===== src/rtl/alu_pkg.sv =====
// Shared ALU definitions: opcodes, monitor state encoding and the golden ALU function.
package alu_pkg;

   localparam logic [1:0] OP_ADD = 2'b00;
   localparam logic [1:0] OP_SUB = 2'b01;
   localparam logic [1:0] OP_AND = 2'b10;
   localparam logic [1:0] OP_OR  = 2'b11;

   typedef enum logic [1:0] {
      ST_IDLE    = 2'd0,
      ST_MONITOR = 2'd1,
      ST_SUSPECT = 2'd2,
      ST_ALARM   = 2'd3
   } mon_state_t;

   typedef struct packed {
      logic [3:0] result;
      logic       carry;
      logic       zero;
      logic       overflow;
   } alu_out_t;

   // One snooped transaction plus its golden outputs, as carried down the delay line.
   typedef struct packed {
      logic       valid;
      logic [1:0] op;
      logic [3:0] a;
      logic [3:0] b;
      alu_out_t   gold;
   } cmp_entry_t;

   function automatic alu_out_t alu_golden(input logic [3:0] a, input logic [3:0] b,
                                           input logic [1:0] op);
      alu_out_t   o;
      logic [4:0] sum;
      o   = '0;
      sum = '0;
      case (op)
         OP_ADD: begin
            sum        = {1'b0, a} + {1'b0, b};
            o.result   = sum[3:0];
            o.carry    = sum[4];
            o.overflow = (a[3] == b[3]) && (sum[3] != a[3]);
         end
         OP_SUB: begin
            sum        = {1'b0, a} - {1'b0, b};
            o.result   = sum[3:0];
            o.carry    = (a < b);
            o.overflow = (a[3] != b[3]) && (sum[3] != a[3]);
         end
         OP_AND:  o.result = a & b;
         default: o.result = a | b;
      endcase
      o.zero = (o.result == 4'd0);
      return o;
   endfunction

endpackage


===== src/rtl/alu_golden_model.sv =====
// Combinational reference ALU wrapping the package golden function.
module alu_golden_model
   import alu_pkg::*;
(
   input  logic [3:0] a,
   input  logic [3:0] b,
   input  logic [1:0] op,
   output logic [3:0] result,
   output logic       carry,
   output logic       zero,
   output logic       overflow
);

   alu_out_t gold;

   always_comb gold = alu_golden(a, b, op);

   assign result   = gold.result;
   assign carry    = gold.carry;
   assign zero     = gold.zero;
   assign overflow = gold.overflow;

endmodule


===== src/rtl/alu_integrity_monitor.sv =====
// Runtime ALU checker: recomputes each snooped op, compares against observed outputs after
// DUT_LATENCY cycles, and escalates repeated mismatches to a sticky alarm.
module alu_integrity_monitor
   import alu_pkg::*;
#(
   parameter int DUT_LATENCY = 0,
   parameter int THRESH      = 3,
   parameter int WINDOW      = 16
) (
   input  logic       clk,
   input  logic       rst_n,
   input  logic       en,
   input  logic       clear,
   input  logic       obs_valid,
   input  logic [3:0] obs_a,
   input  logic [3:0] obs_b,
   input  logic [1:0] obs_op,
   input  logic [3:0] obs_result,
   input  logic       obs_carry,
   input  logic       obs_zero,
   input  logic       obs_overflow,
   output logic       mismatch,
   output logic       alarm,
   output logic [7:0] err_count,
   output logic [1:0] mon_state,
   output logic [1:0] fail_op,
   output logic [3:0] fail_a,
   output logic [3:0] fail_b
);

   cmp_entry_t live, dly;
   mon_state_t state_reg;
   logic       mismatch_reg;
   logic [7:0] err_count_reg;
   logic [3:0] hit_cnt_reg;
   logic [7:0] win_cnt_reg;
   logic       fail_latched_reg;
   logic [1:0] fail_op_reg;
   logic [3:0] fail_a_reg, fail_b_reg;
   logic       active, differ, hit, count_hit;

   assign live.valid = obs_valid;
   assign live.op    = obs_op;
   assign live.a     = obs_a;
   assign live.b     = obs_b;

   alu_golden_model u_golden (
      .a        (obs_a),
      .b        (obs_b),
      .op       (obs_op),
      .result   (live.gold.result),
      .carry    (live.gold.carry),
      .zero     (live.gold.zero),
      .overflow (live.gold.overflow)
   );

   generate
      if (DUT_LATENCY == 0) begin : g_no_delay
         assign dly = live;
      end else begin : g_delay
         cmp_entry_t stage_reg [DUT_LATENCY];
         always_ff @(posedge clk) begin
            if (!rst_n) begin
               for (int i = 0; i < DUT_LATENCY; i++) stage_reg[i] <= '0;
            end else begin
               stage_reg[0] <= live;
               for (int i = 1; i < DUT_LATENCY; i++) stage_reg[i] <= stage_reg[i-1];
            end
         end
         assign dly = stage_reg[DUT_LATENCY-1];
      end
   endgenerate

   // ALARM keeps comparing regardless of en; IDLE never compares.
   assign active    = dly.valid && ((state_reg == ST_ALARM) ||
                      (en && (state_reg == ST_MONITOR || state_reg == ST_SUSPECT)));
   assign differ    = {obs_result, obs_carry, obs_zero, obs_overflow} != dly.gold;
   assign hit       = active && differ;
   assign count_hit = hit && !clear;

   always_ff @(posedge clk) begin
      if (!rst_n) begin
         state_reg        <= ST_IDLE;
         mismatch_reg     <= 1'b0;
         err_count_reg    <= '0;
         hit_cnt_reg      <= '0;
         win_cnt_reg      <= '0;
         fail_latched_reg <= 1'b0;
         fail_op_reg      <= '0;
         fail_a_reg       <= '0;
         fail_b_reg       <= '0;
      end else begin
         mismatch_reg <= hit;
         if (count_hit) begin
            if (err_count_reg != 8'hFF) err_count_reg <= err_count_reg + 8'd1;
            if (!fail_latched_reg) begin
               fail_latched_reg <= 1'b1;
               fail_op_reg      <= dly.op;
               fail_a_reg       <= dly.a;
               fail_b_reg       <= dly.b;
            end
         end
         case (state_reg)
            ST_IDLE: if (en) state_reg <= ST_MONITOR;
            ST_MONITOR: begin
               if (!en) begin
                  state_reg   <= ST_IDLE;
                  win_cnt_reg <= '0;
               end else if (count_hit) begin
                  state_reg   <= (THRESH == 1) ? ST_ALARM : ST_SUSPECT;
                  hit_cnt_reg <= 4'd1;
                  win_cnt_reg <= '0;
               end
            end
            ST_SUSPECT: begin
               if (!en) begin
                  state_reg   <= ST_IDLE;
                  win_cnt_reg <= '0;
               end else if (active && !clear) begin
                  if (differ) begin
                     hit_cnt_reg <= hit_cnt_reg + 4'd1;
                     win_cnt_reg <= '0;
                     if ({1'b0, hit_cnt_reg} + 5'd1 >= 5'(THRESH)) state_reg <= ST_ALARM;
                  end else if ({1'b0, win_cnt_reg} + 9'd1 >= 9'(WINDOW)) begin
                     state_reg   <= ST_MONITOR;
                     hit_cnt_reg <= '0;
                     win_cnt_reg <= '0;
                  end else begin
                     win_cnt_reg <= win_cnt_reg + 8'd1;
                  end
               end
            end
            default: if (clear) state_reg <= ST_IDLE;
         endcase
         // clear overrides any counting or latching done above in this cycle.
         if (clear) begin
            err_count_reg    <= '0;
            hit_cnt_reg      <= '0;
            win_cnt_reg      <= '0;
            fail_latched_reg <= 1'b0;
            fail_op_reg      <= '0;
            fail_a_reg       <= '0;
            fail_b_reg       <= '0;
         end
      end
   end

   assign mismatch  = mismatch_reg;
   assign alarm     = (state_reg == ST_ALARM);
   assign err_count = err_count_reg;
   assign mon_state = state_reg;
   assign fail_op   = fail_op_reg;
   assign fail_a    = fail_a_reg;
   assign fail_b    = fail_b_reg;

endmodule


===== config.mk =====
export PLATFORM = sky130hd
export DESIGN_NAME = alu_integrity_monitor
export DESIGN_NICKNAME = d
export VERILOG_FILES = /design/src/rtl/alu_pkg.sv /design/src/rtl/alu_golden_model.sv /design/src/rtl/alu_integrity_monitor.sv
export SDC_FILE = /design/constraint.sdc
export NUM_CORES = 1
export LEC_CHECK = 0
export BUFFER_PORTS_ARGS = -buffer_cell sky130_fd_sc_hd__buf_4
export CORE_ASPECT_RATIO = 0.5
export CORE_MARGIN = 2
export CORE_UTILIZATION = 40
export CTS_BUF_LIST = sky130_fd_sc_hd__clkbuf_4 sky130_fd_sc_hd__clkbuf_8
export DETAILED_ROUTE_END_ITERATION = 12
export GPL_TIMING_DRIVEN = 0
export SYNTH_ARGS = -nofsm -noshare
export SYNTH_HDL_FRONTEND = slang
export SYNTH_SLANG_ARGS = --single-unit

===== constraint.sdc =====
create_clock -name clk -period 9.77 [get_ports clk]
set_clock_uncertainty 0.2 [all_clocks]
set_input_delay 0.977 -clock clk [delete_from_list [all_inputs] [get_ports clk]]
set_output_delay 0.977 -clock clk [all_outputs]
set_load 0.01 [all_outputs]

Yosys cells after proc, flatten, opt, wreduce, memory -nomap -nowiden

Index checks and enable logic that the tools add are counted.

Add/sub/neg operators: 7
Order comparisons: 3
Eq/ne operators: 21
Bitwise gates (word level): 4
Muxes and demuxes: 27
Reductions and logical operators: 21

Operators by type and width:

| cell                                                 | count |
|---|---|
| 2-to-1 mux 8 bit                                     | 6 |
| 2-to-1 mux 4 bit                                     | 6 |
| 2-to-1 mux 2 bit                                     | 9 |
| adder 8 x 1 -> 8 bit (second input constant)         | 2 |
| one-hot mux 8 bit (2 select lines)                   | 1 |
| one-hot mux 4 bit (3 select lines)                   | 1 |
| AND reduction 6 bit                                  | 2 |
| adder 8 x 1 -> 9 bit (second input constant)         | 1 |
| >= comparator 9 x 5 -> 1 bit (second input constant) | 1 |
| != test 2 bit (second input constant)                | 4 |
| != test 4 x 3 -> 1 bit (second input constant)       | 2 |
| != test 8 bit (second input constant)                | 1 |
| one-hot mux 4 bit (2 select lines)                   | 1 |
| logical AND 1 bit                                    | 7 |
| != test 7 bit                                        | 1 |
| == test 2 bit (second input constant)                | 3 |
| != test 3 x 2 -> 1 bit (second input constant)       | 2 |
| one-hot mux 2 bit (3 select lines)                   | 1 |
| adder 4 x 1 -> 5 bit (second input constant)         | 1 |
| adder 4 x 4 -> 5 bit                                 | 1 |
| >= comparator 5 x 2 -> 1 bit (second input constant) | 1 |
| adder 4 x 1 -> 4 bit (second input constant)         | 1 |
| AND 4 bit                                            | 1 |
| == test 2 x 1 -> 1 bit (second input constant)       | 2 |
| 18 further kinds                                     | 25 |

Output and inout port bits: 22
Input bits: 22
Word-level logic and storage cells: 92
Bits in registers: 34

Logic depth before layout (Yosys ltp)

Gate-level depths: netlist of run 1.

Word-level depth: 10
Gate-level depth with buffers: 12
Mapped depth without buffers: 11

Hierarchy

From an unflattened synthesis of run 1, not the netlist that was laid out.

Cell total of the unflattened synthesis: 271
Area total of the unflattened synthesis: 2349.8 µm²

Modules (own cells, without submodules):

| module                | instances | cells an instance | area an instance (µm²) | seq. area each (µm²) |
|---|---|---|---|---|
| alu_integrity_monitor | 1         | 203               | 1801.7                 | 680.7 |
| alu_golden_model      | 1         | 68                | 548.0                  | 0.0 |

Least setup slack after synthesis of run 1

No wires, ideal clock.

Path kind: input-to-reg
Start: in obs_a[0]
End: reg hit_cnt_reg[0]
Path buffers: 1
Data arrival time: 3.535 ns
Setup time: 0.088 ns
Stages on the path: 12
Required time: 9.482 ns
Path slack: 5.947 ns
Cells stage by stage: ha_1 > inv_1 > fa_1 > or2_0 > and3_1 > o31ai_1 > xnor2_1 > nand4_1 > or2_1 > buf_6 > o21a_4 > a311oi_2

Word-level cells in the longest chain between the ends: 9
Elaborated cells on any way between the ends: 23
Those cells by class: add/sub (2); order compare (1); eq/ne (5); mux (7); bitwise (2); reduce/logical (6)

RTL lines:

| what                                                                             | line                                                      | source |
|---|---|---|
| start: declaration                                                               | alu_integrity_monitor.sv:15                               | `input logic [3:0] obs_a,` |
| subtractor 4 bit / adder 4 x 4 -> 5 bit (equally long branches)                  | alu_pkg.sv:46, alu_pkg.sv:40                              |  |
| != test 1 bit (on tied branches)                                                 | alu_pkg.sv:49, alu_pkg.sv:43                              |  |
| logical AND 1 bit (on tied branches)                                             | alu_pkg.sv:49, alu_pkg.sv:43                              |  |
| one-hot mux 1 bit (2 select lines)                                               | alu_pkg.sv:38                                             | `case (op)` |
| != test 7 bit (*)                                                                | alu_integrity_monitor.sv:77                               | `assign differ = {obs_result, obs_carry, obs_zero, obs_overflow} != dly.gold;` |
| 2-to-1 mux 4 bit / logical AND 1 bit (equally long branches)                     | alu_integrity_monitor.sv:120, alu_integrity_monitor.sv:78 |  |
| 2-to-1 mux 4 bit / logical AND 1 bit (equally long branches)                     | alu_integrity_monitor.sv:119, alu_integrity_monitor.sv:79 |  |
| 2-to-1 mux 4 bit / != test 2 bit (equally long branches)                         | -                                                         |  |
| one-hot mux 4 bit (2 select lines) / AND reduction 6 bit (equally long branches) | -                                                         |  |
| end signal: assignment                                                           | alu_integrity_monitor.sv:121                              | `hit_cnt_reg <= hit_cnt_reg + 4'd1;` |
| end: declaration                                                                 | alu_integrity_monitor.sv:35                               | `logic [3:0] hit_cnt_reg;` |

Every way passes the cells marked *; elsewhere a longest branch is shown, timed or not. The select of a mux whose other input is x is not followed.
A chain may end at the register's enable or synchronous reset.

Worst setup path in the final report of run 1

Start: in obs_b[0]
End: reg state_reg[1] (netlist: mon_state[1])

Word-level cells in the longest chain between the ends: 9
Elaborated cells on any way between the ends: 24
Those cells by class: add/sub (2); order compare (1); eq/ne (6); mux (7); bitwise (2); reduce/logical (6)

RTL lines:

| what                                                                             | line                                                      | source |
|---|---|---|
| start: declaration                                                               | alu_integrity_monitor.sv:16                               | `input logic [3:0] obs_b,` |
| subtractor 4 bit / adder 4 x 4 -> 5 bit (equally long branches)                  | alu_pkg.sv:46, alu_pkg.sv:40                              |  |
| != test 1 bit (on tied branches)                                                 | alu_pkg.sv:49, alu_pkg.sv:43                              |  |
| logical AND 1 bit (on tied branches)                                             | alu_pkg.sv:49, alu_pkg.sv:43                              |  |
| one-hot mux 1 bit (2 select lines)                                               | alu_pkg.sv:38                                             |  |
| != test 7 bit (*)                                                                | alu_integrity_monitor.sv:77                               |  |
| 2-to-1 mux 2 bit / logical AND 1 bit (equally long branches)                     | alu_integrity_monitor.sv:120, alu_integrity_monitor.sv:78 |  |
| 2-to-1 mux 2 bit / logical AND 1 bit (equally long branches)                     | alu_integrity_monitor.sv:119, alu_integrity_monitor.sv:79 |  |
| 2-to-1 mux 2 bit / != test 3 bit (equally long branches)                         | -                                                         |  |
| one-hot mux 2 bit (3 select lines) / AND reduction 6 bit (equally long branches) | -                                                         |  |
| end signal: assignment                                                           | alu_integrity_monitor.sv:110                              | `state_reg <= (THRESH == 1) ? ST_ALARM : ST_SUSPECT;` |
| end: declaration                                                                 | alu_integrity_monitor.sv:32                               | `mon_state_t state_reg;` |

Marked as above.

==> reports/metrics.yaml, run 1 <==
run_status:
  status: "finished clean"
yosys:
  syn_nets: 329
  synth_cell_types: 59
  synth_ff_type: "dfxtp_1"
  yosysWarnings: 0
  yosysSeqAreaShare: 0.284
  post_synth.cell_area_avg_um2: 8.45
  synth_area_leaders: "dfxtp_1, ha_1, nand2_1"
  ys_async_sr_fraction: 0
  netlist_instances: 284
  netlist_area_um2: 2400
  synth_top_area_cell: "dfxtp_1"
  ys_ff_latch: 34
  synth_edf_count: 0
  synth_top_cell_area_share: 0.284
detailed_routing:
  first_iter_violations: 138
  drt_pass1_iterations: 4
  wire_per_inst_um: 13.3
  drc: 0
  vias: 2165
  vias_per_cell: 5.32
  final_antenna_net_count: 0
  drt-total-wl_um: 5430
timing:
  finalCritPeriodShare: 0.425
  max_freq_ghz: 0.241
  fin_tns_setup_ps: 0
  hold_viol: 0
  setup-violations-final: 0
  rsz0062_at_grt: "no"
  min_period_ps: 4150
  slew_viol_final: 0
  tightest_slew_ps: 655
  maxSlewHeadroom: 0.561
clock_tree:
  cts_buffers: 5
  hold_buffers: 0
  cts_max_level: 2
  clk_path_buf_depth: 2
  cts_sinks: 34
  cts_resized: 0
  clk_pin_slew_ps: 70
  cts_root_buf: "clkbuf_8"
  cts_setup_buffers: 0
  cts_tree: "yes"
  clock_latency_ps: 290
layout:
  multi_input_area_um2: 1570
  drive_above_1_share: 0.198
  area_growth_pct: 21.7
  regArea_um2: 681
  antennaDiodeCount: 0
  final_cell_area_um2: 2920
  nets: 378
  nFillCells: 540
placed_design:
  hpwl_um: 4210
  place.gp.congestion: 0.981
  port_buffers: 42
  placed_area_um2: 2810
die:
  fp.dieW_um: 114
  rows: 19
  initial_core_util: 0.426
  ioPinCount: 44
  core_um2: 5630
  die_h_um: 58.8
  dieArea_um2: 6670
power:
  pwr_density_cell_nw_per_um2: 134
  leakage_nw: 1.24
  vdd_drop_max_mv: 0.0724
global_route:
  antenna_found_initial: 0
  grt_first_pass_wirelength_um: 9260
  overflow: 0
  grt_pass1_vias: 2022
  grt.total_usage: 0.175
  grt_max_degree: 11
critical_path:
  critPathCaptureType: "register"
  r2r-start: "mon_state[1]"
  ff2ff_path_depth: 10
  required_ps: 9780
  arrival_ps: 4160
  cp-start-kind: "input port"
  critPathKind: "input port to register"
  rr_endpoint: "win_cnt_reg[3]"
  crit_fanout: 8
  reg2reg_slack_ps: 6680
min_path:
  hold_depth: 1
  min_to: "win_cnt_reg[5]"
  min_path_type: "register to register"
  hp-start: "win_cnt_reg[5]"
flow_run:
  maxCapViolCount: 0
==> cell type report <==
cell class,instances,share of cell area
Timing Repair Buffer,42,0.108
Multi-Input combinational cell,218,0.539
Sequential cell,34,0.233
Clock inverter,1,0.0103
Buffer,12,0.0236
Tap cell,73,0.0313
Inverter,20,0.0257
Clock buffer,7,0.0287
==> logic make-up after synthesis <==
group                      Yosys count  synth area share
AOI/OAI and AO/OA                   70             0.219
xor gates and xnor gates             8            0.0292
adders and majority gates           23             0.126
buffers and inverters               32            0.0600
DFF                                 34             0.284
muxes                                7            0.0350
and+or+nand+nor                    110             0.247
==> power breakdown <==
group          total, W  internal [W]  switching (W)
clock network  0.000133     0.0000819      0.0000514
registers      0.000147      0.000142     0.00000406
logic          0.000110     0.0000456      0.0000648
total          0.000390      0.000270       0.000120
==> how the worst max path moves through the flow <==
stage | startpoint | cells after the start | to
after floorplan | obs_a[0] | 12 | hit_cnt_reg[0]
after detailed placement | obs_b[0] | 13 | mon_state[1]
after global placement | obs_b[0] | 13 | mon_state[1]
final | obs_b[0] | 13 | mon_state[1]
after CTS | obs_b[0] | 13 | mon_state[1]
after global routing | obs_b[2] | 12 | mon_state[1]
==> per-stage QoR <==
stage	setup slack (ps)	hold WS, ps	utilization	std cells	power [W]
floorplan	5950	230	-	284	0.000226
global placement	5370	242	0.498	399	0.000257
detailed placement	5350	253	0.498	399	0.000259
CTS	5630	264	0.518	407	0.000394
global route	5360	307	0.518	407	0.000414
finish	5620	261	0.518	407	0.000390
==> Yosys cell counts, types with 4 or more instances <==
master / number
a21oi_1: 12
a211oi_1: 5
inv_1: 20
nor2_1: 15
nand2b_1: 5
nand2_1: 24
ha_1: 21
xnor2_1: 5
o21ai_0: 13
o211ai_1: 6
clkbuf_1: 5
nor4_1: 4
and3_1: 7
a21o_1: 4
nor2b_1: 5
a31oi_1: 4
and2_1: 5
o31ai_1: 9
nand3_1: 17
or3_1: 4
dfxtp_1: 34
mux2i_1: 5
nor3_1: 6
==> placed cells by master (no fill, tap or decap), types with 3 or more instances in the layout <==
cell       n
and2_1     5
and3_1     7
a21o_1     4
a211oi_1   5
nand3_1   17
a31oi_1    4
o31ai_1    9
a21oi_1   12
dfxtp_1   34
xor2_1     3
nand2b_1   5
clkbuf_1   5
nand2_1   24
or3_1      4
clkbuf_8   5
nor2_1    15
xnor2_1    5
nor4_1     4
buf_4     44
o21ai_0   13
nor2b_1    5
o211ai_1   6
nor3_1     6
ha_1      21
mux2i_1    5
inv_1     20
==> worst max-delay path, stage by stage <==
cell and delay, ps:
buf_4 90, ha_1 180, inv_1 60, fa_1 380
or2_0 230, and3_1 170, o31ai_1 470, xnor2_1 180
nand4_1 360, or2_1 360, buf_6 150, mux2i_1 310
mux2i_1 250
==> metal layers <==
metal	routed length, um	global-route usage	vias up	part of all wire
met3	231	0.0350	10	0.043
met4	69	0.0505	0	0.013
li1	-	-	1131	-
met2	2400	0.289	47	0.44
met5	0	0	-	0
met1	2730	0.236	977	0.50
No activity file was read; power rests on OpenSTA's default activity.
==> run 2: changes to the inputs <==
==> constraint.sdc (replaced) <==
create_clock -name clk -period 3.4 [get_ports clk]
set_clock_uncertainty 0.2 [all_clocks]
set_input_delay 0.34 -clock clk [delete_from_list [all_inputs] [get_ports clk]]
set_output_delay 0.34 -clock clk [all_outputs]
set_load 0.01 [all_outputs]
==> reports/metrics.yaml, run 2 (synthesis results as in run 1) <==
timing:
  holdWs_ps: 115  # -146 ps
  finalCritPeriodShare: 0.948
  max_freq_ghz: 0.310
  maxSlewHeadroom: 0.550  # -0.0110
  min_period_ps: 3220
  hold_viol: 0  # unchanged
  fin_ws_ps: 178  # -5440 ps
  slew_viol_final: 0  # unchanged
  tightest_slew_ps: 672  # +16.5 ps
  setup-violations-final: 0  # unchanged
  rsz0062_at_grt: "no"
min_path:
  min_path_type: "input port to register"
global_route:
  grt.total_usage: 0.175  # unchanged
  grt_pass1_vias: 2022  # unchanged
  antenna_found_initial: 0  # unchanged
  grt_first_pass_wirelength_um: 9260  # unchanged
  grt_max_degree: 11  # unchanged
  overflow: 0  # unchanged
run_status:
  status: "finished clean"
placed_design:
  placed_area_um2: 2810  # unchanged
  place.gp.congestion: 0.981  # unchanged
  hpwl_um: 4210  # unchanged
  pre_cts_ws_ps: -381  # -5730 ps
  port_buffers: 42  # unchanged
clock_tree:
  clock_latency_ps: 280  # about the same
  clk_pin_slew_ps: 70  # about the same
  cts_buffers: 5  # unchanged
  hold_buffers: 0  # unchanged
  cts_tree: "yes"
  cts_max_level: 2  # unchanged
  cts_root_buf: "clkbuf_8"
  clk_path_buf_depth: 2  # unchanged
  cts_sinks: 34  # unchanged
die:
  dieArea_um2: 6670  # unchanged
  core_um2: 5630  # unchanged
  initial_core_util: 0.426  # unchanged
  fp.dieW_um: 114  # unchanged
  rows: 19  # unchanged
  die_h_um: 58.8  # unchanged
  ioPinCount: 44  # unchanged
layout:
  final_cell_area_um2: 2980  # +2.1%
  area_growth_pct: 24.2
  nFillCells: 538  # -0.37%
  drive_above_1_share: 0.221  # +0.0230
  layout_common_cells: "buf_4, dfxtp_1, nand2_1, ha_1, inv_1"
  layout_commonest_cell: "buf_4"
  antennaDiodeCount: 0  # unchanged
  utilization: 0.529  # +0.0107
  nets: 384  # +1.6%
critical_path:
  cp-start-kind: "input port"
  required_ps: 3410  # -6370 ps
  crit_fanout: 8  # unchanged
  critPathKind: "input port to register"
  arrival_ps: 3230  # -930 ps
  critPathCaptureType: "register"
detailed_routing:
  drt-total-wl_um: 5490  # +1.1%
  drc: 0  # unchanged
  vias: 2169  # +0.18%
  first_iter_violations: 165  # +20%
  drt_pass1_iterations: 4  # unchanged
  final_antenna_net_count: 0  # unchanged
  vias_per_cell: 5.25  # -1.3%
  wire_per_inst_um: 13.3  # -0.33%
power:
  leakage_nw: 1.26  # +1.8%
  pwr_density_cell_nw_per_um2: 382  # +190%
  vdd_drop_max_mv: 0.208  # +190%
flow_run:
  maxCapViolCount: 0  # unchanged
==> run 2: cell types whose count changed in the layout (fill, tap and decap cells not counted) <==
cell | previous run | this run
mux2i_1 | 5 | 4
nor4_2 | 0 | 1
o31ai_2 | 0 | 1
mux2i_2 | 0 | 1
nor4_1 | 4 | 3
o31ai_1 | 9 | 8
buf_4 | 44 | 50
==> run 2: final timing paths <==
| check | start | endpoint | slack [ps] | cells after the start |
|---|---|---|---|---|
| setup / recovery | obs_a[1] | mon_state[1] | 180 | 13 |
| setup reg to reg | mon_state[0] | win_cnt_reg[3] | 310 | 10 |
| hold reg to reg | win_cnt_reg[5] | win_cnt_reg[5] | 260 | 1 |
| hold / removal | obs_valid | mismatch | 120 | 2 |
==> run 2: cell type report <==
class                   instances  area [um^2]  share of cell area
clock buffers                   7         83.8              0.0281
well taps                      73         91.3              0.0307
multi-input cells             218         1590               0.533
clock inverters                 1         30.0              0.0101
flip-flops and latches         34          681               0.228
plain buffers                  12         68.8              0.0231
inverters                      20         75.1              0.0252
repair buffers                 48          360               0.121
==> run 2: worst max-delay path, stage by stage <==
cell       delay [ps]
buf_4             120
inv_1             170
ha_1              290
or3_1             430
a31oi_1           260
nor4_2            110
a2111oi_2         420
a311oi_4           50
buf_4             170
or2_1             230
buf_6             150
mux2i_2           260
mux2i_1           230
==> run 2: what timing repair did <==
| action | in CTS | in global routing |
|---|---|---|
| setup buffers | 0 | 6 |
| setup endpoints to repair | 3 | 19 |
| pin swaps | 0 | 3 |
| resized for setup | 2 | 1 |
==> run 2: layer usage <==
layer  vias to the layer above  wire length (um)  GRT usage
li1                       1136                 -          -
met1                       983              2740      0.236
met5                         -                 0          0
met3                         5               224     0.0350
met2                        45              2480      0.289
met4                         0                45     0.0505
==> run 2: power breakdown <==
group,switching [W],internal [W]
clock network,0.000147,0.000235
registers,0.0000119,0.000409
logic,0.000191,0.000142
==> run 2: stage by stage <==
step	instances	TNS, ps	total power [W]
4_1_cts	407	0	0.00113
2_1_floorplan	284	0	0.000650
3_3_place_gp	399	-7000	0.000739
6_report	413	0	0.00114
5_1_grt	413	0	0.00120
3_5_place_dp	399	-6420	0.000745
